--- src/rtl/evm_ballot_unit.sv ---
// evm_ballot_unit: ballot-side front end of the voting machine.
// Arms on a ballot from the control unit, debounces four party buttons,
// accepts one clean press and hands a {party, voter_id} record to the tally
// unit over a valid/ack handshake.
// Optional feature macro: VOTER_LOCK_EN adds a voted-ID table and clear_ids.
module evm_ballot_unit #(
    parameter int DEBOUNCE_CYCLES = 4,
    parameter int TIMEOUT_CYCLES  = 255,
    parameter int ID_W            = 5
) (
    input  logic            clk,
    input  logic            reset,
    input  logic            mode,
    input  logic            ballot_enable,
    input  logic [ID_W-1:0] voter_id,
    input  logic            push1,
    input  logic            push2,
    input  logic            push3,
    input  logic            push4,
    input  logic            vote_ack,
`ifdef VOTER_LOCK_EN
    input  logic            clear_ids,
`endif
    output logic            vote_valid,
    output logic [1:0]      vote_party,
    output logic [ID_W-1:0] vote_voter_id,
    output logic            ready_led,
    output logic            busy,
    output logic            reject,
    output logic [7:0]      vote_count
);

    localparam int DEB_W = $clog2(DEBOUNCE_CYCLES + 1);
    localparam int TMO_W = $clog2(TIMEOUT_CYCLES + 1);

    typedef enum logic [2:0] {
        S_IDLE,
        S_ARMED,
        S_DEBOUNCE,
        S_SEND,
        S_RELEASE
    } state_t;

    state_t            state, state_nxt;
    logic [DEB_W-1:0]  deb_cnt, deb_nxt;
    logic [TMO_W-1:0]  tmo_cnt, tmo_nxt;
    logic [3:0]        btn_sel, btn_nxt;
    logic [3:0]        buttons;
    logic              one_pressed;
    logic              deb_last;
    logic              tmo_hit;
    logic              id_locked;
    logic              latch_id;
    logic              latch_party;
    logic              reject_nxt;
    logic              count_inc;
    logic [1:0]        party_enc;

    assign buttons     = {push4, push3, push2, push1};
    assign one_pressed = (buttons != 4'b0000) && ((buttons & (buttons - 4'd1)) == 4'b0000);
    assign deb_last    = (deb_cnt == DEB_W'(DEBOUNCE_CYCLES - 1));
    assign tmo_hit     = (tmo_cnt == TMO_W'(TIMEOUT_CYCLES - 1));

    // Encode the single pressed button into the two-bit party code
    always_comb begin
        party_enc = 2'd0;
        case (buttons)
            4'b0010: party_enc = 2'd1;
            4'b0100: party_enc = 2'd2;
            4'b1000: party_enc = 2'd3;
            default: party_enc = 2'd0;
        endcase
    end

`ifdef VOTER_LOCK_EN
    logic [2**ID_W-1:0] voted;
    logic               set_bit;

    assign id_locked = voted[voter_id];
    assign set_bit   = (state == S_SEND) && vote_ack && mode;

    // Voted-ID table: set on each accepted handshake, cleared by reset or clear_ids
    // NOTE: this table is reset explicitly because a stale bit would lock out a voter;
    // plain data storage elsewhere would not need a reset.
    always_ff @(posedge clk) begin
        if (!reset || clear_ids) begin
            voted <= '0;
        end else if (set_bit) begin
            voted[vote_voter_id] <= 1'b1;
        end
    end
`else
    assign id_locked = 1'b0;
`endif

    // State and counter register
    // NOTE: sequential state uses non-blocking assignments so every flop samples
    // the pre-edge values, independent of statement order.
    always_ff @(posedge clk) begin
        if (!reset) begin
            state   <= S_IDLE;
            deb_cnt <= '0;
            tmo_cnt <= '0;
            btn_sel <= 4'b0000;
        end else begin
            state   <= state_nxt;
            deb_cnt <= deb_nxt;
            tmo_cnt <= tmo_nxt;
            btn_sel <= btn_nxt;
        end
    end

    // Next-state, counter and event decode
    always_comb begin
        // NOTE: every signal gets a default first so no path leaves one unassigned,
        // which would otherwise infer a latch.
        state_nxt   = state;
        deb_nxt     = deb_cnt;
        tmo_nxt     = tmo_cnt;
        btn_nxt     = btn_sel;
        latch_id    = 1'b0;
        latch_party = 1'b0;
        reject_nxt  = 1'b0;
        count_inc   = 1'b0;

        case (state)
            S_IDLE: begin
                deb_nxt = '0;
                tmo_nxt = '0;
                if (ballot_enable) begin
                    if (id_locked) begin
                        reject_nxt = 1'b1;
                    end else begin
                        state_nxt = S_ARMED;
                        latch_id  = 1'b1;
                    end
                end
            end

            S_ARMED: begin
                tmo_nxt = tmo_cnt + TMO_W'(1);
                if (one_pressed) begin
                    btn_nxt = buttons;
                    if (DEBOUNCE_CYCLES == 1) begin
                        state_nxt   = S_SEND;
                        latch_party = 1'b1;
                        deb_nxt     = '0;
                    end else begin
                        state_nxt = S_DEBOUNCE;
                        deb_nxt   = DEB_W'(1);
                    end
                end
                // A vote completing on the same edge takes precedence over the timeout
                if (tmo_hit && !latch_party) begin
                    state_nxt  = S_IDLE;
                    reject_nxt = 1'b1;
                    deb_nxt    = '0;
                    tmo_nxt    = '0;
                end
            end

            S_DEBOUNCE: begin
                tmo_nxt = tmo_cnt + TMO_W'(1);
                if (buttons == btn_sel) begin
                    if (deb_last) begin
                        state_nxt   = S_SEND;
                        latch_party = 1'b1;
                        deb_nxt     = '0;
                    end else begin
                        deb_nxt = deb_cnt + DEB_W'(1);
                    end
                end else begin
                    state_nxt = S_ARMED;
                    deb_nxt   = '0;
                end
                if (tmo_hit && !latch_party) begin
                    state_nxt  = S_IDLE;
                    reject_nxt = 1'b1;
                    deb_nxt    = '0;
                    tmo_nxt    = '0;
                end
            end

            S_SEND: begin
                if (vote_ack) begin
                    state_nxt = S_RELEASE;
                    count_inc = 1'b1;
                    deb_nxt   = '0;
                end
            end

            S_RELEASE: begin
                if (buttons == 4'b0000) begin
                    if (deb_last) begin
                        state_nxt = S_IDLE;
                        deb_nxt   = '0;
                    end else begin
                        deb_nxt = deb_cnt + DEB_W'(1);
                    end
                end else begin
                    deb_nxt = '0;
                end
            end

            default: begin
                state_nxt = S_IDLE;
                deb_nxt   = '0;
                tmo_nxt   = '0;
            end
        endcase

        // Leaving voting mode abandons everything silently
        if (!mode) begin
            state_nxt   = S_IDLE;
            deb_nxt     = '0;
            tmo_nxt     = '0;
            latch_id    = 1'b0;
            latch_party = 1'b0;
            reject_nxt  = 1'b0;
            count_inc   = 1'b0;
        end
    end

    // Registered outputs, derived from the next state so they track the state register
    always_ff @(posedge clk) begin
        if (!reset) begin
            vote_valid    <= 1'b0;
            vote_party    <= 2'd0;
            vote_voter_id <= '0;
            ready_led     <= 1'b0;
            busy          <= 1'b0;
            reject        <= 1'b0;
            vote_count    <= 8'd0;
        end else begin
            vote_valid <= (state_nxt == S_SEND);
            ready_led  <= (state_nxt == S_ARMED) || (state_nxt == S_DEBOUNCE);
            busy       <= (state_nxt != S_IDLE);
            reject     <= reject_nxt;
            if (latch_id) begin
                vote_voter_id <= voter_id;
            end
            if (latch_party) begin
                vote_party <= party_enc;
            end
            if (count_inc && (vote_count != 8'hFF)) begin
                vote_count <= vote_count + 8'd1;
            end
        end
    end

endmodule

--- config.mk ---
export PLATFORM = sky130hd
export DESIGN_NAME = evm_ballot_unit
export DESIGN_NICKNAME = d
export VERILOG_FILES = /design/src/rtl/evm_ballot_unit.sv
export SDC_FILE = /design/constraint.sdc
export NUM_CORES = 1
export LEC_CHECK = 0
export BUFFER_PORTS_ARGS = -buffer_cell sky130_fd_sc_hd__buf_2
export CAP_MARGIN = 20
export CORE_MARGIN = 8
export CORE_UTILIZATION = 45
export CTS_CLUSTER_SIZE = 16
export DETAILED_ROUTE_END_ITERATION = 8
export PLACE_DENSITY_LB_ADDON = 0.25
export SYNTH_ARGS = -nofsm -noshare
export SYNTH_HDL_FRONTEND = slang
export SYNTH_SLANG_ARGS = --single-unit
export TNS_END_PERCENT = 5
--- constraint.sdc ---
create_clock -name clk -period 2.2 [get_ports clk]
set_input_delay 0.44 -clock clk [delete_from_list [all_inputs] [get_ports clk]]
set_output_delay 0.44 -clock clk [all_outputs]
set_load 0.005 [all_outputs]
== Word-level counts from Yosys, hierarchy flattened ==
Cells that the tools add are included.
Widths: inputs -> output; s select.

* Flip-flop bits (word level): 37
* Latch bits: 0
* Bits in writable memories: 0
* ROM bits: 0
* Input port bits: 14
* Word-level logic and storage cells: 83
* Memories: 0

* Add/subtract/negate cells: 4
* Multiply operators: 0
* Divide/modulo/power cells: 0
* Order comparisons: 0
* Equal/unequal tests: 16
* Shifts and indexed selects: 0
* Multiplexer cells: 37
* Bitwise gates (word level): 1
* Reductions and logical operators: 14

{| class="wikitable"
|+ Operators by type and width
! operator !! count
|-
| $mux 3 || 17
|-
| $pmux 8 s3 || 1
|-
| $add 8x1->8 const B || 2
|-
| $mux 8 || 2
|-
| $eq 3x2->1 const B || 5
|-
| $pmux 3 s5 || 1
|-
| $mux 1 || 13
|-
| $pmux 3 s4 || 1
|-
| $eq 8x8->1 const B || 1
|-
| $logic_not 4->1 || 2
|-
| $ne 8x8->1 const B || 1
|-
| $eq 3x1->1 const B || 2
|-
| $pmux 2 s3 || 1
|-
| $reduce_and 2->1 || 3
|-
| $and 4x4->4 || 1
|-
| $eq 4x2->1 const B || 1
|-
| $eq 4x3->1 const B || 1
|-
| $eq 4x4->1 || 1
|-
| $eq 4x4->1 const B || 1
|-
| $reduce_bool 4->1 || 1
|-
| $sub 4x1->4 const B || 1
|-
| $add 3x1->3 const B || 1
|-
| $eq 3x3->1 const B || 1
|-
| $logic_and 1x1->1 || 3
|-
| other kinds (8) || 8
|}

== Depth between registers and ports, before layout ==
* Word-level depth: 11
* Gate-level depth with buffers: 7
* Mapped depth without buffers: 7

== Worst setup path before layout ==
Ideal clock, no wire load.

* Kind: input port to flip-flop
* Start: input push4
* End: register vote_party[0]
* Setup time: 0.070 ns
* Arrival time: 1.756 ns
* Data required time: 2.130 ns
* Setup slack: 0.373 ns
* Stages: 6
* Buffers on the path: 1
* Cell sequence: buf_2 -> xnor2_1 -> and4_4 -> nand4_1 -> or4_1 -> a21boi_1

* Word-level cells in the longest chain between the ends: 5
* Elaborated cells on any way between the ends: 9
* Those cells by class: 4 x eq/ne; 5 x mux

{| class="wikitable"
|+ Ends and longest elaborated chain
! element !! line !! text
|-
| start, declared || 19 || <nowiki>input logic push4,</nowiki>
|-
| $eq 4x4->1 || 164 || <nowiki>if (buttons == btn_sel) begin</nowiki>
|-
| $mux 1 || 164 ||
|-
| $mux 1 (2 in a row) || 126 || <nowiki>case (state)</nowiki>
|-
| $mux 1 || 213 || <nowiki>if (!mode) begin</nowiki>
|-
| end signal, assigned || 243 || <nowiki>vote_party <= party_enc;</nowiki>
|-
| end, declared || 25 || <nowiki>output logic [1:0] vote_party,</nowiki>
|}

Several ways; a longest one is shown, not always the timed one. The select of a mux whose other input is x is not followed.
A chain may end at the register's enable or synchronous reset.

== Final worst setup path ==
* Start: register state[2]
* End: register ready_led

* Word-level cells in the longest chain between the ends: 7
* Elaborated cells on any way between the ends: 19
* Those cells by class: 6 x eq/ne; 11 x mux; 2 x reduce/logical

{| class="wikitable"
|+ Ends and longest elaborated chain
! element !! line !! text
|-
| start, declared || 44 || <nowiki>state_t state, state_nxt;</nowiki>
|-
| start signal, assigned || 106 || <nowiki>state <= state_nxt;</nowiki>
|-
| $mux 3 || 165 || <nowiki>if (deb_last) begin</nowiki>
|-
| $mux 3 || 164 ||
|-
| $mux 3 || 176 || <nowiki>if (tmo_hit && !latch_party) begin</nowiki>
|-
| $pmux 3 s5 * || 126 ||
|-
| $mux 3 * || 213 ||
|-
| $eq 3x1->1 or $eq 3x2->1 (tied branches) || 236 || <nowiki>ready_led <= (state_nxt == S_ARMED) || (state_nxt == S_DEBOUNCE);</nowiki>
|-
| $logic_or 1x1->1 * || 236 ||
|-
| end signal, assigned || 236 ||
|-
| end, declared || 27 || <nowiki>output logic ready_led,</nowiki>
|}

Mark *: on every way between the ends. The rest lies on a longest branch, timed or not.

==> insert_results.sql <==
INSERT INTO impl_metrics (metric_group, metric, value, unit) VALUES
('timing', 'final_period_minus_worst_setup_slack', '1.862', 'ns'),
('clock_tree', 'tritoncts_num_sinks', '37', ''),
('route', 'vias_per_cell', '5.419', ''),
('clock_tree', 'cts.hold.buffers_added', '0', ''),
('worst_setup_path', 'critPathLaunch', 'state[2]', ''),
('clock_tree', 'post-cts-setup-buffer-count', '0', ''),
('clock_tree', 'ctsResizeCount', '0', ''),
('synthesis', 'synth_edf_count', '0', ''),
('route', 'totalWireLength', '4.282', 'mm'),
('job', 'cap_violations', '0', ''),
('cells_and_area', 'post-route-cell-area', '0.002295', 'mm2'),
('synthesis', 'synth.net_count', '241', ''),
('route', 'detail_route.iter0.violations', '47', ''),
('grt', 'global_route.overflow_total', '0', ''),
('clock_tree', 'cts_buffers', '5', ''),
('power', 'power-per-cell-area', '616.0', 'mW/mm2'),
('synthesis', 'ys_async_sr_fraction', '0', '%'),
('cells_and_area', 'area.growth.synth_to_final', '16.37', '%'),
('worst_setup_path', 'critPathRequiredTime', '2.42', 'ns'),
('route', 'num_vias', '1680', ''),
('floorplan', 'die_height', '82.20', 'um'),
('clock_tree', 'clockBufferDepth', '2', ''),
('hold_path', 'timing.hold.worst.class', 'in2reg', ''),
('worst_setup_path', 'timing.critical_path.to_type', 'register', ''),
('floorplan', 'std_cell_rows', '24', ''),
('floorplan', 'floorplan.initialDensity', '45.92', '%'),
('timing', 'finalCritPeriodShare', '84.63', '%'),
('timing', 'setup_viol', '0', ''),
('cells_and_area', 'fin_cells', '310', ''),
('placement', 'gp_routability_congestion', '0.8790', ''),
('grt', 'grt_first_pass_wirelength', '7.155', 'mm'),
('route', 'detail_route.first_pass.iterations', '4', ''),
('timing', 'timing.slew.headroom', '64.84', '%'),
('floorplan', 'io-pin-count', '33', ''),
('synthesis', 'post_synth.cell_area_avg', '8.843', 'um2'),
('synthesis', 'synth-seq-area-share', '37.56', '%'),
('synthesis', 'ys_types', '55', ''),
('synthesis', 'post_synthesis_cells', '223', ''),
('grt', 'antenna_found_initial', '0', ''),
('grt', 'maximum_number_of_pins_on_one_net_before_global_route_repair', '20', ''),
('timing', 'final-max-slew-violation-count', '0', ''),
('synthesis', 'synth-warning-count', '0', ''),
('route', 'detail_route.drc_violations', '0', ''),
('grt', 'grt_usage', '13.37', '%'),
('timing', 'fin_worst_skew', '0.006344', 'ns'),
('placement', 'dpl.hpwl', '3.199', 'mm'),
('cells_and_area', 'drive_gt1_share', '21.32', '%'),
('clock_tree', 'clkSlewWorstSetupHoldPaths', '0.08', 'ns'),
('timing', 'worst_slew_pin_slew', '0.5242', 'ns'),
('placement', 'place.port_buffers', '32', ''),
('placement', 'dp_cells', '302', ''),
('worst_setup_path', 'crit_type', 'reg2reg', ''),
('timing', 'max_freq', '537.1', 'MHz'),
('cells_and_area', 'number_of_inserted_diodes', '0', ''),
('floorplan', 'design.die.area', '0.006756', 'mm2'),
('hold_path', 'hold_path_startpoint', 'voter_id[1]', ''),
('timing', 'grt_setup_unrepaired', 'no', ''),
('synthesis', 'synth_ff_type', 'sky130_fd_sc_hd__dfxtp_1', ''),
('worst_setup_path', 'arrival', '2.08', 'ns'),
('timing', 'tns', '0', 'ns'),
('worst_setup_path', 'ff2ff_setup_slack', '0.34', 'ns'),
('power', 'maximum_vdd_drop', '0.3707', 'mV'),
('worst_setup_path', 'cp_max_fo', '11', ''),
('clock_tree', 'worstSkewPairLatency', '0.29', 'ns'),
('placement', 'postPlaceCellArea', '0.002175', 'mm2'),
('synthesis', 'synth-seq-cells', '37', ''),
('grt', 'number_of_global_route_vias_before_repair', '1555', ''),
('clock_tree', 'clock_tree.root_cell', 'sky130_fd_sc_hd__clkbuf_8', ''),
('worst_setup_path', 'worstSetupStartpointType', 'register', ''),
('floorplan', 'floorplan.core_area', '0.004294', 'mm2'),
('clock_tree', 'ctsHtreeMaxLevel', '2', ''),
('worst_setup_path', 'rr_startpoint', 'state[2]', ''),
('power', 'design_power_total', '1414', 'uW'),
('floorplan', 'die_width', '82.20', 'um'),
('clock_tree', 'cts_tree', 'done', ''),
('synthesis', 'post_synth_instance_area', '0.001972', 'mm2'),
('outcome', 'outcome', 'completed', ''),
('route', 'routed_wire_length_per_instance', '13.81', 'um'),
('power', 'p_leak', '0.0008783', 'uW'),
('timing', 'hold_violations', '0', ''),
('cells_and_area', 'nets', '275', ''),
('route', 'drt.antenna.violating_nets', '0', '');
[critical path: stages (launching register included)]
cell	delay, ns
sky130_fd_sc_hd__dfxtp_1	0.43
sky130_fd_sc_hd__or3b_1	0.56
sky130_fd_sc_hd__a21oi_4	0.18
sky130_fd_sc_hd__a32oi_2	0.08
sky130_fd_sc_hd__a211o_1	0.32
sky130_fd_sc_hd__a221oi_2	0.21
[cell usage in the layout (no fill, tap or decap), types with 3 or more instances in the layout]
master and n:
sky130_fd_sc_hd__nand3_1 12, sky130_fd_sc_hd__nor2_1 17, sky130_fd_sc_hd__nand4_1 6, sky130_fd_sc_hd__ha_1 4, sky130_fd_sc_hd__nor3_1 9, sky130_fd_sc_hd__a211oi_1 3
sky130_fd_sc_hd__a21boi_0 12, sky130_fd_sc_hd__and2_1 5, sky130_fd_sc_hd__xor2_1 9, sky130_fd_sc_hd__clkbuf_8 6, sky130_fd_sc_hd__o21ai_0 9, sky130_fd_sc_hd__xnor2_1 10
sky130_fd_sc_hd__buf_4 5, sky130_fd_sc_hd__nand2b_1 3, sky130_fd_sc_hd__buf_2 32, sky130_fd_sc_hd__dfxtp_1 37, sky130_fd_sc_hd__inv_1 5, sky130_fd_sc_hd__nand2_1 23
[cells by family (layout without fill, tap and decap cells)]
logic type      count (synthesis)  count (layout)  share of synthesized area [%]
flops                          37              37                          37.56
fa+ha+maj                       4               4                          2.538
buf+inv                        15              50                          3.998
compound gates                 48              48                          19.10
simple gates                   98              98                          27.35
mux                             2               2                          1.015
xor+xnor                       19              19                          8.439
[cell usage after synthesis, types with 2 or more instances]
library cell / count / area (um2)
sky130_fd_sc_hd__dfxtp_1: 37 / 740.7
sky130_fd_sc_hd__nand2_1: 23 / 86.33
sky130_fd_sc_hd__nor2_1: 17 / 63.81
sky130_fd_sc_hd__a21boi_0: 12 / 90.09
sky130_fd_sc_hd__nand3_1: 12 / 60.06
sky130_fd_sc_hd__xnor2_1: 10 / 87.58
sky130_fd_sc_hd__nor3_1: 9 / 45.04
sky130_fd_sc_hd__o21ai_0: 9 / 45.04
sky130_fd_sc_hd__xor2_1: 9 / 78.83
sky130_fd_sc_hd__buf_2: 6 / 30.03
sky130_fd_sc_hd__nand4_1: 6 / 37.54
sky130_fd_sc_hd__and2_1: 5 / 31.28
sky130_fd_sc_hd__inv_1: 5 / 18.77
sky130_fd_sc_hd__ha_1: 4 / 50.05
sky130_fd_sc_hd__a211oi_1: 3 / 22.52
sky130_fd_sc_hd__nand2b_1: 3 / 18.77
sky130_fd_sc_hd__a2111oi_0: 2 / 17.52
sky130_fd_sc_hd__a211o_1: 2 / 17.52
sky130_fd_sc_hd__a21o_1: 2 / 15.01
sky130_fd_sc_hd__a21oi_1: 2 / 10.01
sky130_fd_sc_hd__and3_1: 2 / 12.51
sky130_fd_sc_hd__buf_6: 2 / 22.52
sky130_fd_sc_hd__clkbuf_1: 2 / 7.510
sky130_fd_sc_hd__mux2i_1: 2 / 20.02
sky130_fd_sc_hd__nor2b_1: 2 / 12.51
sky130_fd_sc_hd__nor3b_1: 2 / 15.01
sky130_fd_sc_hd__nor4b_1: 2 / 17.52
sky130_fd_sc_hd__o21ai_1: 2 / 10.01
sky130_fd_sc_hd__or3_1: 2 / 12.51
sky130_fd_sc_hd__or4_1: 2 / 15.01
[routing by layer]
layer | track usage (%) | vias to the layer above | routed length, um
li1 | - | 870 | -
met1 | 17.06 | 775 | 2085
met2 | 20.36 | 29 | 1888
met3 | 4.329 | 6 | 250
met4 | 5.263 | 0 | 57
met5 | 0 | - | 0
[state kept, by name, indices dropped and copies added, names as in the netlist]
register and cells:
tmo_cnt 8, vote_count 8, vote_voter_id 5, btn_sel 4, deb_cnt 3, state 3, vote_party 2, busy 1
ready_led 1, reject 1, vote_valid 1
[power by group]
| group | total [uW] | switching (uW) | internal [uW] |
|---|---|---|---|
| clock | 618 | 250 | 369 |
| sequential | 684 | 5.86 | 679 |
| combinational | 111 | 63.6 | 47.2 |
[area by class of cell]
class	instances	area (um2)
clock inverters	2	37.54
well taps	52	65.06
flip-flops and latches	37	740.7
fillers	422	1999
clock buffers	6	82.58
inverters	5	18.77
multi-input cells	171	1152
repair buffers	37	197.7
[stage by stage]
step	utilization, %	hold WS (ns)	setup slack [ns]
6_report	53.44	0.3966	0.3382
5_1_grt	53.44	0.4121	0.1337
4_1_cts	53.44	0.3910	0.3377
3_5_place_dp	50.64	0.4465	0.2292
3_3_place_gp	50.64	0.4407	0.2961
2_1_floorplan	-	0.4471	0.3735
[path summary, 6_finish.rpt]
path / end / cells after the start
setup / recovery: ready_led / 5
hold / removal: vote_voter_id[1] / 3
setup reg to reg: ready_led / 5
hold reg to reg: vote_party[0] / 2
Note: power is estimated with default switching activity, not from simulation.
